File: src/rtl/execute_stage_pkg.sv
// Shared constants and types for the EX stage.
// ALU op codes, branch compare codes, MIPS opcodes, divider states.
package execute_stage_pkg;

   localparam logic [2:0] ALU_AND = 3'b000;
   localparam logic [2:0] ALU_OR  = 3'b001;
   localparam logic [2:0] ALU_ADD = 3'b010;
   localparam logic [2:0] ALU_DIV = 3'b100;
   localparam logic [2:0] ALU_REM = 3'b101;
   localparam logic [2:0] ALU_SUB = 3'b110;
   localparam logic [2:0] ALU_SLT = 3'b111;

   // Branch compare selectors reuse ALUctr encodings
   localparam logic [2:0] BR_EQ = 3'b101;
   localparam logic [2:0] BR_NE = 3'b110;

   localparam logic [5:0] OP_R   = 6'd0;
   localparam logic [5:0] OP_J   = 6'd2;
   localparam logic [5:0] OP_BEQ = 6'd4;
   localparam logic [5:0] OP_BNE = 6'd5;
   localparam logic [5:0] OP_LW  = 6'd35;
   localparam logic [5:0] OP_SW  = 6'd43;

   typedef enum logic [1:0] {
      IDLE,
      BUSY,
      DONE
   } div_state_e;

endpackage

File: src/rtl/execute_stage_seq_divider.sv
// Signed iterative restoring divider, one quotient bit per cycle.
// Works on magnitudes and applies the result signs on the way out.
module seq_divider #(
   parameter int DW = 32
) (
   input  logic          clk,
   input  logic          rst,
   input  logic          start,
   input  logic [DW-1:0] dividend,
   input  logic [DW-1:0] divisor,
   output logic          busy,
   output logic          done,
   output logic [DW-1:0] quotient,
   output logic [DW-1:0] remainder
);
   import execute_stage_pkg::*;

   localparam int CW = $clog2(DW);

   div_state_e    state_q, state_d;
   logic [CW-1:0] cnt_q, cnt_d;
   logic [DW-1:0] rem_q, rem_d;
   logic [DW-1:0] quo_q, quo_d;
   logic [DW-1:0] dvs_q, dvs_d;
   logic          sq_q, sq_d;
   logic          sr_q, sr_d;
   logic          dz_q, dz_d;
   logic [DW:0]   shl;
   logic [DW:0]   diff;
   logic [DW-1:0] a_mag;
   logic [DW-1:0] b_mag;

   always_comb begin
      a_mag   = dividend[DW-1] ? -dividend : dividend;
      b_mag   = divisor[DW-1] ? -divisor : divisor;
      shl     = {rem_q, quo_q[DW-1]};
      diff    = shl - {1'b0, dvs_q};
      state_d = state_q;
      cnt_d   = cnt_q;
      rem_d   = rem_q;
      quo_d   = quo_q;
      dvs_d   = dvs_q;
      sq_d    = sq_q;
      sr_d    = sr_q;
      dz_d    = dz_q;
      unique case (state_q)
         IDLE: begin
            if (start) begin
               state_d = BUSY;
               cnt_d   = '0;
               rem_d   = '0;
               quo_d   = a_mag;
               dvs_d   = b_mag;
               sq_d    = dividend[DW-1] ^ divisor[DW-1];
               sr_d    = dividend[DW-1];
               dz_d    = (divisor == '0);
            end
         end
         BUSY: begin
            // Restore on negative trial difference
            rem_d = diff[DW] ? shl[DW-1:0] : diff[DW-1:0];
            quo_d = {quo_q[DW-2:0], ~diff[DW]};
            cnt_d = cnt_q + CW'(1);
            if (cnt_q == CW'(DW - 1)) state_d = DONE;
         end
         DONE: state_d = IDLE;
         default: state_d = IDLE;
      endcase
   end

   always_ff @(posedge clk) begin
      if (!rst) begin
         state_q <= IDLE;
         cnt_q   <= '0;
         rem_q   <= '0;
         quo_q   <= '0;
         dvs_q   <= '0;
         sq_q    <= 1'b0;
         sr_q    <= 1'b0;
         dz_q    <= 1'b0;
      end else begin
         state_q <= state_d;
         cnt_q   <= cnt_d;
         rem_q   <= rem_d;
         quo_q   <= quo_d;
         dvs_q   <= dvs_d;
         sq_q    <= sq_d;
         sr_q    <= sr_d;
         dz_q    <= dz_d;
      end
   end

   assign busy      = (state_q == BUSY);
   assign done      = (state_q == DONE);
   assign quotient  = dz_q ? '1 : (sq_q ? -quo_q : quo_q);
   assign remainder = sr_q ? -rem_q : rem_q;

endmodule

File: src/rtl/execute_stage.sv
// EX stage: ALU, branch compare/target, jump passthrough, XM register.
// Divides run on the iterative divider and stall upstream meanwhile.
module execute_stage #(
   parameter int DW = 32,
   parameter int RW = 5
) (
   input  logic          clk,
   input  logic          rst,
   input  logic          MemtoReg,
   input  logic          RegWrite,
   input  logic          MemRead,
   input  logic          MemWrite,
   input  logic          branch,
   input  logic          jump,
   input  logic [2:0]    ALUctr,
   input  logic [DW-1:0] A,
   input  logic [DW-1:0] B,
   input  logic [DW-1:0] MD,
   input  logic [DW-1:0] NPC,
   input  logic [DW-1:0] JT,
   input  logic [15:0]   imm,
   input  logic [RW-1:0] RD,
   output logic          stall,
   output logic          XM_MemtoReg,
   output logic          XM_RegWrite,
   output logic          XM_MemRead,
   output logic          XM_MemWrite,
   output logic [RW-1:0] XM_RD,
   output logic [DW-1:0] ALUout,
   output logic [DW-1:0] XM_MD,
   output logic [DW-1:0] XM_BT,
   output logic          XM_branch_taken,
   output logic          XM_jump,
   output logic [DW-1:0] XM_JT
);
   import execute_stage_pkg::*;

   logic          div_op;
   logic          div_start;
   logic          div_busy;
   logic          div_done;
   logic [DW-1:0] div_quo;
   logic [DW-1:0] div_rem;
   logic [DW-1:0] alu_res;
   logic          taken;
   logic [DW-1:0] bt;

   logic          m2r_q, m2r_d;
   logic          rw_q, rw_d;
   logic          mr_q, mr_d;
   logic          mw_q, mw_d;
   logic [RW-1:0] rd_q, rd_d;
   logic [DW-1:0] alu_q, alu_d;
   logic [DW-1:0] md_q, md_d;
   logic [DW-1:0] bt_q, bt_d;
   logic          tk_q, tk_d;
   logic          jmp_q, jmp_d;
   logic [DW-1:0] jt_q, jt_d;

   assign div_op    = ~branch & ((ALUctr == ALU_DIV) | (ALUctr == ALU_REM));
   assign div_start = rst & div_op & ~div_busy & ~div_done;
   assign stall     = rst & div_op & ~div_done;

   seq_divider #(.DW(DW)) u_div (
      .clk       (clk),
      .rst       (rst),
      .start     (div_start),
      .dividend  (A),
      .divisor   (B),
      .busy      (div_busy),
      .done      (div_done),
      .quotient  (div_quo),
      .remainder (div_rem)
   );

   always_comb begin
      alu_res = '0;
      if (branch) begin
         alu_res = A - B;
      end else begin
         case (ALUctr)
            ALU_ADD: alu_res = A + B;
            ALU_SUB: alu_res = A - B;
            ALU_AND: alu_res = A & B;
            ALU_OR:  alu_res = A | B;
            ALU_SLT: alu_res = {{(DW-1){1'b0}}, $signed(A) < $signed(B)};
            ALU_DIV: alu_res = div_quo;
            ALU_REM: alu_res = div_rem;
            default: alu_res = '0;
         endcase
      end
      taken = branch & (((ALUctr == BR_EQ) & (A == B)) |
                        ((ALUctr == BR_NE) & (A != B)));
      bt    = NPC + {{(DW-18){imm[15]}}, imm, 2'b00};
   end

   // A stalled cycle hands a bubble to the memory stage
   always_comb begin
      m2r_d = MemtoReg & ~stall;
      rw_d  = RegWrite & ~stall;
      mr_d  = MemRead & ~stall;
      mw_d  = MemWrite & ~stall;
      tk_d  = taken & ~stall;
      jmp_d = jump & ~stall;
      rd_d  = RD;
      alu_d = alu_res;
      md_d  = MD;
      bt_d  = bt;
      jt_d  = JT;
   end

   always_ff @(posedge clk) begin
      if (!rst) begin
         m2r_q <= 1'b0;
         rw_q  <= 1'b0;
         mr_q  <= 1'b0;
         mw_q  <= 1'b0;
         rd_q  <= '0;
         alu_q <= '0;
         md_q  <= '0;
         bt_q  <= '0;
         tk_q  <= 1'b0;
         jmp_q <= 1'b0;
         jt_q  <= '0;
      end else begin
         m2r_q <= m2r_d;
         rw_q  <= rw_d;
         mr_q  <= mr_d;
         mw_q  <= mw_d;
         rd_q  <= rd_d;
         alu_q <= alu_d;
         md_q  <= md_d;
         bt_q  <= bt_d;
         tk_q  <= tk_d;
         jmp_q <= jmp_d;
         jt_q  <= jt_d;
      end
   end

   assign XM_MemtoReg     = m2r_q;
   assign XM_RegWrite     = rw_q;
   assign XM_MemRead      = mr_q;
   assign XM_MemWrite     = mw_q;
   assign XM_RD           = rd_q;
   assign ALUout          = alu_q;
   assign XM_MD           = md_q;
   assign XM_BT           = bt_q;
   assign XM_branch_taken = tk_q;
   assign XM_jump         = jmp_q;
   assign XM_JT           = jt_q;

endmodule

File: config.mk
export PLATFORM = sky130hd
export DESIGN_NAME = execute_stage
export DESIGN_NICKNAME = d
export VERILOG_FILES = /design/src/rtl/execute_stage_pkg.sv /design/src/rtl/execute_stage_seq_divider.sv /design/src/rtl/execute_stage.sv
export SDC_FILE = /design/constraint.sdc
export NUM_CORES = 1
export LEC_CHECK = 0
export ABC_AREA = 1
export CORE_MARGIN = 3
export CORE_UTILIZATION = 35
export DETAILED_ROUTE_END_ITERATION = 8
export HOLD_SLACK_MARGIN = 0.03
export PLACE_DENSITY_LB_ADDON = 0.3
export SLEW_MARGIN = 20
export SYNTH_ARGS = -nofsm -noshare
export SYNTH_HDL_FRONTEND = slang
export SYNTH_SLANG_ARGS = --single-unit
export TNS_END_PERCENT = 5
File: constraint.sdc
create_clock -name clk -period 3.85 [get_ports clk]
set_clock_uncertainty 0.1 [all_clocks]
set_input_delay 0.77 -clock clk [delete_from_list [all_inputs] [get_ports clk]]
set_output_delay 0.77 -clock clk [all_outputs]
set_load 0.01 [all_outputs]
Yosys cells after proc, flatten, opt, wreduce, memory -nomap -nowiden
Cells that the tools add are included.

word-level totals
  output and inout bits = 140
  input bits = 192
  bits in registers = 245
  logic and storage cells = 90

operators by class
  muxes and demuxes = 17
  $add $sub $neg = 9
  order comparisons = 1
  equality and inequality tests = 13
  bitwise gates (word level) = 24
  reductions and logical operators = 7

operators by type and width
  operator               number
  $mux W32               9
  $pmux W32 S7           1
  $neg A32 Y32           4
  $pmux W32 S2           2
  $add A32 B32 Y32       2
  $sub A33 B32 Y33       1
  $and A32 B32 Y32       1
  $eq A32 B32 Y1         1
  $logic_not A32 Y1      1
  $lt A32 B32 Y1         1
  $ne A32 B32 Y1         1
  $or A32 B32 Y32        1
  $sub A32 B32 Y32       1
  $and A1 B1 Y1          14
  $eq A3 B3 Y1 const B   4
  $pmux W5 S2            1
  $reduce_and A2 Y1      3
  $add A5 B1 Y5 const B  1
  $eq A5 B5 Y1 const B   1
  $mux W5                1
  $not A1 Y1             5
  $mux W2                2
  $pmux W2 S2            1
  $eq A3 B1 Y1 const B   1
  other kinds (10)       11

Longest topological paths before layout
Gate-level depths: netlist of run 1.

  word-level depth = 8
  gate-level depth with buffers = 18
  mapped depth without buffers = 18

By module
From an unflattened synthesis of run 1, not the netlist that was laid out.

unflattened totals
  cell total of the unflattened synthesis = 3706
  area total of the unflattened synthesis = 22602.9 um2

by module, submodules not included
  module         instances  area each (um2)  cells an instance
  execute_stage  1          12020.3          1909
  seq_divider    1          10582.6          1797

Least setup slack after synthesis of run 1
Ideal clock, no wire load.

  path type = input to register
  start point = input A[0]
  end point = register alu_q[16], in the netlist ALUout[16]
  cell stages on the path = 16
  library setup time = 0.113 ns
  data required time = 3.637 ns
  arrival time = 2.499 ns
  buffers on the path = 0
  slack = 1.139 ns
  path through = inv_1 ha_1 inv_1 fa_1 nand2_1 nand2_1 and2_4 inv_1 nor2_1 nor2_1 o21ai_1 xor2_1 nand2_1 nand4_1 nand2_1 nand2_1

on the way
  longest elaborated chain between the ends = 3
  elaborated cells between the ends (all ways) = 4
  those cells by class = 2 x add/sub; 2 x mux

RTL lines
  element                                               RTL line                                                       source
  start, declared                                       execute_stage.sv:16                                            input logic [DW-1:0] A,
  $sub A32 B32 Y32 or $add A32 B32 Y32 (tied branches)  execute_stage.sv:79, execute_stage.sv:83, execute_stage.sv:82
  $pmux W32 S7                                          execute_stage.sv:81                                            case (ALUctr)
  $mux W32 *                                            execute_stage.sv:78                                            if (branch) begin
  end signal, assigned                                  execute_stage.sv:131                                           alu_q <= alu_d;
  end, declared                                         execute_stage.sv:53                                            logic [DW-1:0] alu_q, alu_d;

Every way passes the cells marked *; elsewhere a longest branch is shown, timed or not.
A chain may end at the register's enable or synchronous reset.

Worst setup path in the final report of run 1
  start point = input ALUctr[2]
  end point = output stall

on the way
  longest elaborated chain between the ends = 5
  elaborated cells between the ends (all ways) = 6
  those cells by class = 2 x eq/ne; 4 x bitwise

RTL lines
  element                        RTL line             source
  start, declared                execute_stage.sv:15  input logic [2:0] ALUctr,
  $eq A3 B3 Y1                   execute_stage.sv:60  assign div_op = ~branch & ((ALUctr == ALU_DIV) | (ALUctr == ALU_REM));
  $or A1 B1 Y1 *                 execute_stage.sv:60
  $and A1 B1 Y1 *                execute_stage.sv:60
  $and A1 B1 Y1 * (2 in series)  execute_stage.sv:62  assign stall = rst & div_op & ~div_done;
  end, declared                  execute_stage.sv:23  output logic stall,

Marks and branches as above.

==> results of run 1 <==
==> per-stage QoR <==
stage	power, mW	instance area (µm²)
final	20.6	27700
after global routing	22.4	27700
after CTS	20.3	27700
after detailed placement	16.9	26600
after global placement	16.8	26600
after floorplan	13.5	21700
==> path summary, 6_finish.rpt <==
check                                       end  slack, ns            start
worst max-delay path                      stall       0.41        ALUctr[2]
worst min-delay path             u_div.dvs_q[0]       0.38   u_div.dvs_q[0]
worst max register to register  u_div.rem_q[17]       0.72  u_div.quo_q[31]
worst min register to register   u_div.dvs_q[0]       0.38   u_div.dvs_q[0]
==> cell usage in the layout, fill, tap and decap left out, types with 8 or more instances in the layout <==
cell type / instances
a21oi_1: 286
a21oi_2: 11
a22oi_1: 23
a31oi_1: 17
buf_4: 145
clkbuf_16: 34
clkdlybuf4s50_1: 330
dfxtp_1: 245
ha_1: 173
inv_1: 530
inv_2: 13
nand2_1: 904
nand2_2: 16
nand3_1: 302
nand3_2: 12
nand3b_1: 9
nand4_1: 55
nor2_1: 363
nor2_2: 9
nor3_1: 52
nor4_1: 8
o211ai_1: 9
o21a_1: 11
o21ai_0: 204
o21ai_1: 24
o21bai_1: 21
o22ai_1: 32
or2_2: 11
xnor2_1: 17
xor2_1: 47
==> critical path, stage by stage <==
cell and delay [ns]:
clkdlybuf4s50_1 0.61, inv_2 0.12, nor2_1 0.10, nand3_1 0.10
a21oi_2 0.16, buf_4 0.17, clkdlybuf4s50_1 0.54
==> sequential cells by signal, indices dropped and copies added (netlist names), 32 cells and up <==
name / count
u_div.rem_q: 32
u_div.dvs_q: 32
XM_JT: 32
XM_BT: 32
ALUout: 32
XM_MD: 32
u_div.quo_q: 32
==> power by group through the flow <==
stage,clock network [mW],registers (mW),logic (mW)
2_1_floorplan,0,3.20,10.3
3_5_place_dp,0,3.25,13.6
6_report,3.33,3.21,14.1
4_1_cts,3.39,3.20,13.7
5_1_grt,3.47,3.25,15.7
3_3_place_gp,0,3.25,13.6
==> cell type report <==
type                       count  area [µm²]
clock buffer                  44         958
clock inverter                12         185
fill                        6406       33100
inverter                     544        2040
multi-input combinational   2686       14200
sequential                   245        4900
tap                          782         978
timing repair buffer         476        4410
==> routing by layer <==
metal  vias up  GRT usage [%]  routed length [µm]
met4         2           13.7                5000
li1      12442              -                   -
met1     11651           39.1               41100
met3       199           7.17               10600
met5         -              0                  13
met2      1328           44.1               41100
==> kinds of logic after synthesis <==
| group | after synthesis | synth area share, % |
|---|---|---|
| flip-flops | 245 | 22.7 |
| adder cells (fa/ha/maj) | 177 | 10.4 |
| XOR/XNOR | 64 | 2.59 |
| AND/OR/NAND/NOR | 1772 | 35.3 |
| AO/OA/AOI/OAI | 673 | 17.4 |
| buffers and inverters | 654 | 11.7 |
==> flow_metrics.env, run 1 <==
export IMPL_outcome="completed"
export IMPL_cts_inserted_buffers=34
export IMPL_clockRootBuffer="clkbuf_16"
export IMPL_whs_path_depth=2
export IMPL_async_reset_ff_share_pct=0
export IMPL_fmax_mhz=291
export IMPL_post_cts_resized=0
export IMPL_portBuffers=331
export IMPL_synth_most_common_cell="nand2_1"
export IMPL_ys_seq_elements=245
export IMPL_first_pass_iters=8
export IMPL_synthTopCellsByArea="dfxtp_1 23%, nand2_1 16%, ha_1 10%"
export IMPL_grt_pass1_wl_um=144000
export IMPL_antenna_found_initial=1
export IMPL_cts_hold_buf=0
export IMPL_setup_slack_ns=0.414
export IMPL_grt_usage_pct=29.2
export IMPL_drive_gt1_share_pct=7.46
export IMPL_arrival_ns=2.57
export IMPL_hpwl_um=79000
export IMPL_worstSkewPairLatency_ns=0.58
export IMPL_clockBufferDepth=3
export IMPL_syn_inst=3585
export IMPL_cts_max_level=2
export IMPL_fin_cells=4789
export IMPL_cts_sinks=245
export IMPL_syn_area_um2=21700
export IMPL_path_max_fanout=6
export IMPL_ys_seq_area_share_pct=22.7
export IMPL_syn_num_nets=3954
export IMPL_grt_start_max_net_pins=95
export IMPL_clkPwrFrac_pct=16.1
export IMPL_nets=4356
export IMPL_num_rows=90
export IMPL_end_kind="output pin"
export IMPL_die_area_um2=64900
export IMPL_critPathKind="input pin to output pin"
export IMPL_postCtsSetupBuffers=0
export IMPL_yosysWarnings=0
export IMPL_min_period_ns=3.44
export IMPL_core_um2=60800
export IMPL_switching_share_pct=54.4
export IMPL_synth_edff_count=0
export IMPL_finalSetupTns_ns=0
export IMPL_drt_iter0_drc=2719
export IMPL_netSwitchingPower_mw=11.2
export IMPL_overflow=0
export IMPL_p_int_mw=9.40
export IMPL_synth_cell_types=62
export IMPL_grt_pass1_vias=23750
export IMPL_ir_drop_v=0.000917
export IMPL_rr_worst_depth=16
export IMPL_period_share_pct=89.2
export IMPL_setup_violations=0
export IMPL_power_density_nw_per_um2=744
export IMPL_timing_max_cap_violations=0
export IMPL_rsz0062_at_grt="no"
export IMPL_vias_per_cell=5.35
export IMPL_start_util_pct=35.6
export IMPL_dp_worst_setup_slack_ns=0.161
export IMPL_globalplace_congestion=1.01
export IMPL_cp_required_ns=2.98
export IMPL_pin_count=332
export IMPL_wl_per_cell_um=20.4
export IMPL_hold_viol=0
export IMPL_p_leak_nw=13.7
export IMPL_fin_util_pct=45.5
export IMPL_synth_flop_cell="dfxtp_1"
export IMPL_fp_dieW_um=255
export IMPL_p_comb_share_pct=68.3
export IMPL_cts_tree="done"
export IMPL_diodes=0
export IMPL_synthToLayoutAreaGrowth_pct=27.9
export IMPL_numPlacedInstances=4733
export IMPL_tightest_slew_ns=1.06
export IMPL_seq_power_share_pct=15.6
export IMPL_synthTopCellsByCount="904 x nand2_1, 531 x inv_1, 366 x nor2_1, 302 x nand3_1, 286 x a21oi_1"
export IMPL_holdCritPathClass="register to register"
export IMPL_die_h_um=255
export IMPL_wirelength_um=97800
export IMPL_relSlewSlack_pct=29.0
export IMPL_synth_top_area_cell="dfxtp_1"
export IMPL_cp_start_kind="input pin"
export IMPL_num_vias=25622
export IMPL_hold_ws_ns=0.383
export IMPL_yosys_area_top_type_share_pct=22.7
export IMPL_syn_area_per_cell_um2=6.04
export IMPL_clk_pin_slew_ns=0.06
export IMPL_drc=0
export IMPL_maxSlewViolCount=0
export IMPL_ant_nets=0
(Power assumes the default switching activity.)
==> inputs of run 2 (changes only) <==
--- a/config.mk
+++ b/config.mk
@@ -8,6 +8,7 @@
 export ABC_AREA = 1
 export CORE_MARGIN = 3
 export CORE_UTILIZATION = 35
+export CTS_CLUSTER_DIAMETER = 120
 export DETAILED_ROUTE_END_ITERATION = 8
 export HOLD_SLACK_MARGIN = 0.03
 export PLACE_DENSITY_LB_ADDON = 0.3
==> results of run 2 <==
Final layout, timing and power as in run 1 (identical DEF).
